$ cat src/rtl/mux_sync_pkg.sv
// Shared constants and checks for the mux-based CDC receive block.
// Used by mux_sync and its request synchronizer.
package mux_sync_pkg;

  localparam int SYNC_STAGES_MIN = 2;
  localparam int DATA_WIDTH_DEF  = 12;

  // True when a synchronizer depth is deep enough to settle metastability.
  function automatic bit sync_stages_ok(input int stages);
    return stages >= SYNC_STAGES_MIN;
  endfunction

endpackage

$ cat src/rtl/mux_sync_sync_ff_chain.sv
// Single-bit asynchronous-reset flop chain used as a metastability synchronizer.
// The chain registers are attributed so tools keep them adjacent and untouched.
module sync_ff_chain #(
  parameter int STAGES = 2
) (
  input  logic i_clk,
  input  logic i_rst_n,
  input  logic i_d,
  output logic o_q
);

  (* ASYNC_REG = "TRUE", dont_touch = "true" *) logic [STAGES-1:0] r_sync;

  always_ff @(posedge i_clk or negedge i_rst_n) begin
    if (!i_rst_n) begin
      r_sync <= '0;
    end else begin
      r_sync <= {r_sync[STAGES-2:0], i_d};
    end
  end

  assign o_q = r_sync[STAGES-1];

endmodule

$ cat src/rtl/mux_sync.sv
// Receive side of a mux-based CDC synchronizer: the synchronized request rise loads wr_data.
// Optional feature macro: MUX_SYNC_ACK_EN adds rd_ack (synchronized request level).
module mux_sync
  import mux_sync_pkg::*;
#(
  parameter int DATA_WIDTH  = DATA_WIDTH_DEF,
  parameter int SYNC_STAGES = 2
) (
  input  logic                  rd_clk,
  input  logic                  rd_reset,
  input  logic                  wr_req,
  input  logic [DATA_WIDTH-1:0] wr_data,
  output logic [DATA_WIDTH-1:0] rd_data,
  output logic                  rd_valid
`ifdef MUX_SYNC_ACK_EN
  ,
  output logic                  rd_ack
`endif
);

  typedef logic [DATA_WIDTH-1:0] data_t;

  if (!sync_stages_ok(SYNC_STAGES)) begin : g_bad_stages
    $error("mux_sync: SYNC_STAGES must be >= %0d", SYNC_STAGES_MIN);
  end

  logic  w_req_s;
  logic  w_load;
  logic  r_req_d;
  data_t r_data;
  logic  r_valid;

  sync_ff_chain #(
    .STAGES (SYNC_STAGES)
  ) u_req_sync (
    .i_clk   (rd_clk),
    .i_rst_n (rd_reset),
    .i_d     (wr_req),
    .o_q     (w_req_s)
  );

  // Only the rising edge of the settled request opens the load mux; the bus
  // itself is sampled directly since the sender holds it stable meanwhile.
  assign w_load = w_req_s & ~r_req_d;

  always_ff @(posedge rd_clk or negedge rd_reset) begin
    if (!rd_reset) begin
      r_req_d <= 1'b0;
      r_data  <= '0;
      r_valid <= 1'b0;
    end else begin
      r_req_d <= w_req_s;
      r_valid <= w_load;
      if (w_load) begin
        r_data <= wr_data;
      end
    end
  end

  assign rd_data  = r_data;
  assign rd_valid = r_valid;

`ifdef MUX_SYNC_ACK_EN
  assign rd_ack = w_req_s;
`endif

endmodule

$ cat config.mk
export PLATFORM = sky130hd
export DESIGN_NAME = mux_sync
export DESIGN_NICKNAME = d
export VERILOG_FILES = /design/src/rtl/mux_sync_pkg.sv /design/src/rtl/mux_sync_sync_ff_chain.sv /design/src/rtl/mux_sync.sv
export SDC_FILE = /design/constraint.sdc
export NUM_CORES = 1
export LEC_CHECK = 0
export ABC_AREA = 1
export CAP_MARGIN = 15
export CORE_AREA = 2 2 41 43
export CTS_CLUSTER_SIZE = 25
export DETAILED_ROUTE_END_ITERATION = 8
export DIE_AREA = 0 0 43 45
export PLACE_DENSITY = 0.75
export SYNTH_ARGS = -nofsm -noshare
export SYNTH_HDL_FRONTEND = slang
export SYNTH_HIERARCHICAL = 1
export SYNTH_SLANG_ARGS = --single-unit
$ cat constraint.sdc
create_clock -name rd_clk -period 1.7 [get_ports rd_clk]
set_clock_uncertainty 0.05 [all_clocks]
set_input_delay 0.255 -clock rd_clk [delete_from_list [all_inputs] [get_ports rd_clk]]
set_output_delay 0.255 -clock rd_clk [all_outputs]
set_load 0.02 [all_outputs]
# [Yosys cells after proc, flatten, opt, wreduce, memory -nomap -nowiden]
# Index checks and enable logic that the tools add are counted.
[word_totals] ramBits=0 regBits=16 in_bits=15 elab_cells=6 memories=0 rom_bits=0 latchBits=0 out_inout_bits=13
[op_classes] order_cmp=0 addsub=0 muxes=0 mul=0 shift=0 n_bitwise=2 div_mod_pow=0 reduce_logical=0 eq_ne=0
[op_table] operator="$and 1x1->1" count=1
[op_table] operator="$not 1->1" count=1

# [Depth between registers and ports, before layout]
[depth] word_depth=2 ltp_mapped=5 depth_no_buf=4

# [By module]
# Netlist, hierarchy kept.
[modules_own_cells] module="mux_sync" seq_area_each_um2=350.3 cells_each=56 area_each_um2=540.5 instances=1
[modules_own_cells] module="sync_ff_chain" seq_area_each_um2=50.0 cells_each=2 area_each_um2=50.0 instances=1

# [Worst setup path after synthesis]
# Ideal clock, no wire load.
[synth_timing] path_kind="register -> register" from="reg r_req_d" to="reg r_data[0] (netlist: rd_data[0])" required_time_ns=1.533 stages_incl_launch_ff=6 setup_time_ns=0.117 period_less_slack_ns=0.901 t_arrival_ns=0.734 n_path_buf=1 setup_slack_ns=0.799 cell_sequence="dfrtp_1 -> inv_1 -> nand2_2 -> buf_6 -> nand2_1 -> nand2_1"
[synth_via] elab_chain_cells=2
[synth_lines] item="from (decl)" line_no="mux_sync.sv:29" rtl="logic r_req_d;"
[synth_lines] item="from (signal assigned)" line_no="mux_sync.sv:52" rtl="r_req_d <= w_req_s;"
[synth_lines] item="$not 1->1" line_no="mux_sync.sv:44" rtl="assign w_load = w_req_s & ~r_req_d;"
[synth_lines] item="$and 1x1->1" line_no="mux_sync.sv:44"
[synth_lines] item="to (signal assigned)" line_no="mux_sync.sv:55" rtl="r_data <= wr_data;"
[synth_lines] item="to (decl)" line_no="mux_sync.sv:30" rtl="data_t r_data;"
# No other way between the ends.
# A chain may end at the register's enable or synchronous reset.

# [Worst setup path in the final report]
[layout_timing] from="reg r_data[5] (netlist: rd_data[5])" to="out rd_data[5]"
[layout_lines] item="to (decl)" line_no="mux_sync.sv:13" rtl="output logic [DATA_WIDTH-1:0] rd_data,"
# No word-level cell between the ends.

==> impl_metrics.csv <==
group,metric,value,unit
outcome,status,"finished, final reports clean",
grt,grt_max_degree,17,
routing,first_pass_iters,4,
power_and_ir_drop,p_int,0.661,mW
power_and_ir_drop,combPwrFrac,23.4,%
clock_tree,cts_resized,0,
routing,vias,490,
grt,grt_pass1_wl,2040,µm
routing,ant_nets,0,
power_and_ir_drop,p_switching,0.243,mW
worst_setup_path,startpoint,"rd_data[5]",
routing,wl_per_cell,12.1,µm
power_and_ir_drop,p_clk_share,27.5,%
power_and_ir_drop,power.total,0.904,mW
synthesis,synth.avg_cell_area,10.2,µm²
placement,portBuffers,27,
grt,overflow,0,
floorplan,rows,14,
synthesis,synth_fp_nets,73,
clock_tree,holdBufCountCts,0,
power_and_ir_drop,power.leakage,0.447,nW
grt,antenna_found_initial,0,
routing,routed_wl,1260,µm
clock_tree,cts-root-buf,"clkbuf_4",
power_and_ir_drop,power.density,998,nW/µm²
finish,regArea,400,µm²
synthesis,synth.distinct_cells,7,
sta,rsz0062_at_grt,"no",
worst_setup_path,r2r-end,"rd_data[8]",
floorplan,dieWidth,43,µm
finish,fillerInstances,140,
synthesis,synth-seq-cells,16,
grt,grt_pass1_vias,466,
grt,grt_usage,14.3,%
finish,drive_gt1_share,7.95,%
synthesis,yosysTopAreaCellShare,67.8,%
sta,tightest_slew,0.466,ns
clock_tree,clkSinkCount,16,
sta,fin_crit_sh,91.4,%
sta,final_max_slew_viol_count,0,
finish,nNetsFinal,104,
floorplan,core-area,1470,µm²
sta,hold_viol,0,
worst_setup_path,cp_cell_sequence,"clkdlybuf4s50_1",
worst_setup_path,regToRegStartpoint,"u_req_sync/r_sync[1]",
power_and_ir_drop,vdd_ir_drop_max,0.632,mV
worst_setup_path,path_depth,1,
routing,viasPerCell,4.71,
power_and_ir_drop,p_sw_share,26.9,%
worst_setup_path,reg2reg_depth,3,
sta,timing.fmax,644,MHz
flow_run,max-cap-violations,0,
routing,drtIter0Drc,9,
sta,maxSlewHeadroom,69.0,%
clock_tree,clk_latency,0.27,ns
synthesis,synthCells,58,
sta,fin_crit,1.55,ns
worst_setup_path,cp-end-kind,"output pin",
worst_hold_path,hold_class,"input pin to asynchronous set/reset pin",
synthesis,yosys_warnings,6,
worst_setup_path,worstSetupStartpointType,"flip-flop",
worst_setup_path,crit_fanout,2,
sta,holdWs,0.247,ns
finish,final_common_cell,"clkdlybuf4s50_1",
clock_tree,cts_tree,"built",
placement,gp_congestion,0.629,
worst_setup_path,path_delay_family,"buffers and inverters",
finish,diodes,0,
worst_setup_path,max_stage_delay,0.62,ns
routing,drc_errors,0,
sta,fin_setup_tns,0,ns
synthesis,ys_top_cells_by_area,"dfrtp_1 (68%), nand2_1 (15%), nand3_1 (10%), buf_4 (2.5%), buf_6 (1.9%)",
clock_tree,cts.clk_slew.worst_paths,0.10,ns
synthesis,yosysSeqAreaShare,67.8,%
clock_tree,htreeDepth,1,
placement,hpwl,897,µm
clock_tree,cts_buffers,3,
clock_tree,cts.path.max_buffers,2,
synthesis,synth_top_area_cell,"dfrtp_1",
floorplan,fp.dieH,45,µm
worst_setup_path,rrSetupSlack,0.47,ns
worst_setup_path,endpoint,"rd_data[5]",
floorplan,pin_count,28,
clock_tree,cts_post_setup_buffers_inserted,0,
worst_setup_path,worstPathArrival,1.25,ns
sta,setup_viol,0,
floorplan,die_area,1940,µm²
worst_setup_path,path_class,"flip-flop to output pin",
finish,area_delta_synth_final,53.4,%
worst_setup_path,critPathRequiredTime,1.39,ns
finish,mostFrequentLayoutCells,"clkdlybuf4s50_1 (27), nand2_1 (24), dfrtp_1 (16)",
floorplan,initial_core_util,40.1,%
synthesis,syn_area,591,µm²
worst_setup_path,crit_buf_inv,1,
worst_setup_path,cp_slowest_cell,"clkdlybuf4s50_1",
power_and_ir_drop,pwr-share-seq,49.2,%
finish,multiInputGateArea,156,µm²
-- registers in the layout (all words and copies together), names as in the netlist --
register / flops
rd_valid: 1
r_req_d: 1
rd_data: 12
u_req_sync/r_sync: 2
-- Yosys cell counts --
cell / number
nand2_1: 24
dfrtp_1: 16
nand3_1: 12
buf_4: 2
inv_1: 2
buf_6: 1
nand2_2: 1
-- cell type report --
cell class	count	area share, %
multi-input combinational	37	17.3
sequential	16	44.2
inverter	2	0.829
timing repair buffer	29	31.5
tap	16	2.21
clock buffer	4	4.01
-- routing by layer --
| layer | GRT usage [%] | share of wire, % | up-vias |
|---|---|---|---|
| li1 | - | - | 241 |
| met1 | 17.7 | 44 | 232 |
| met2 | 24.5 | 49 | 15 |
| met3 | 2.40 | 5.6 | 2 |
| met4 | 7.27 | 1.6 | 0 |
| met5 | 0 | 0 | - |
-- logic make-up (layout without fill, tap and decap cells) --
logic type / count (synthesis) / count (layout) / share of synthesized area, %
and+or+nand+nor: 37 / 37 / 26.5
DFF: 16 / 16 / 67.8
buffers and inverters: 5 / 35 / 5.72
-- through the flow --
stage	util (%)	setup slack, ns	std cells	area [µm²]
after floorplan	-	0.799	58	591
after global placement	59.1	0.461	100	870
after detailed placement	59.1	0.453	100	870
after CTS	61.6	0.134	104	906
after global routing	61.6	0.110	104	906
final	61.6	0.147	104	906
-- power groups by stage --
stage                     combinational, mW  sequential, mW  clock [mW]
after floorplan                      0.0456           0.497           0
after global placement                0.211           0.451           0
after detailed placement              0.215           0.453           0
after CTS                             0.215           0.445       0.252
after global routing                  0.229           0.451       0.267
final                                 0.211           0.444       0.248
-- worst min path at each step --
| stage | to | slack [ns] |
|---|---|---|
| 6_report | rd_data[10] | 0.25 |
| 5_1_grt | rd_data[11] | 0.26 |
| 4_1_cts | rd_data[10] | 0.26 |
| 3_5_place_dp | u_req_sync/r_sync[1] | 0.28 |
| 3_3_place_gp | u_req_sync/r_sync[1] | 0.28 |
| 2_1_floorplan | r_req_d | -0.09 |
(Power assumes the default switching activity.)
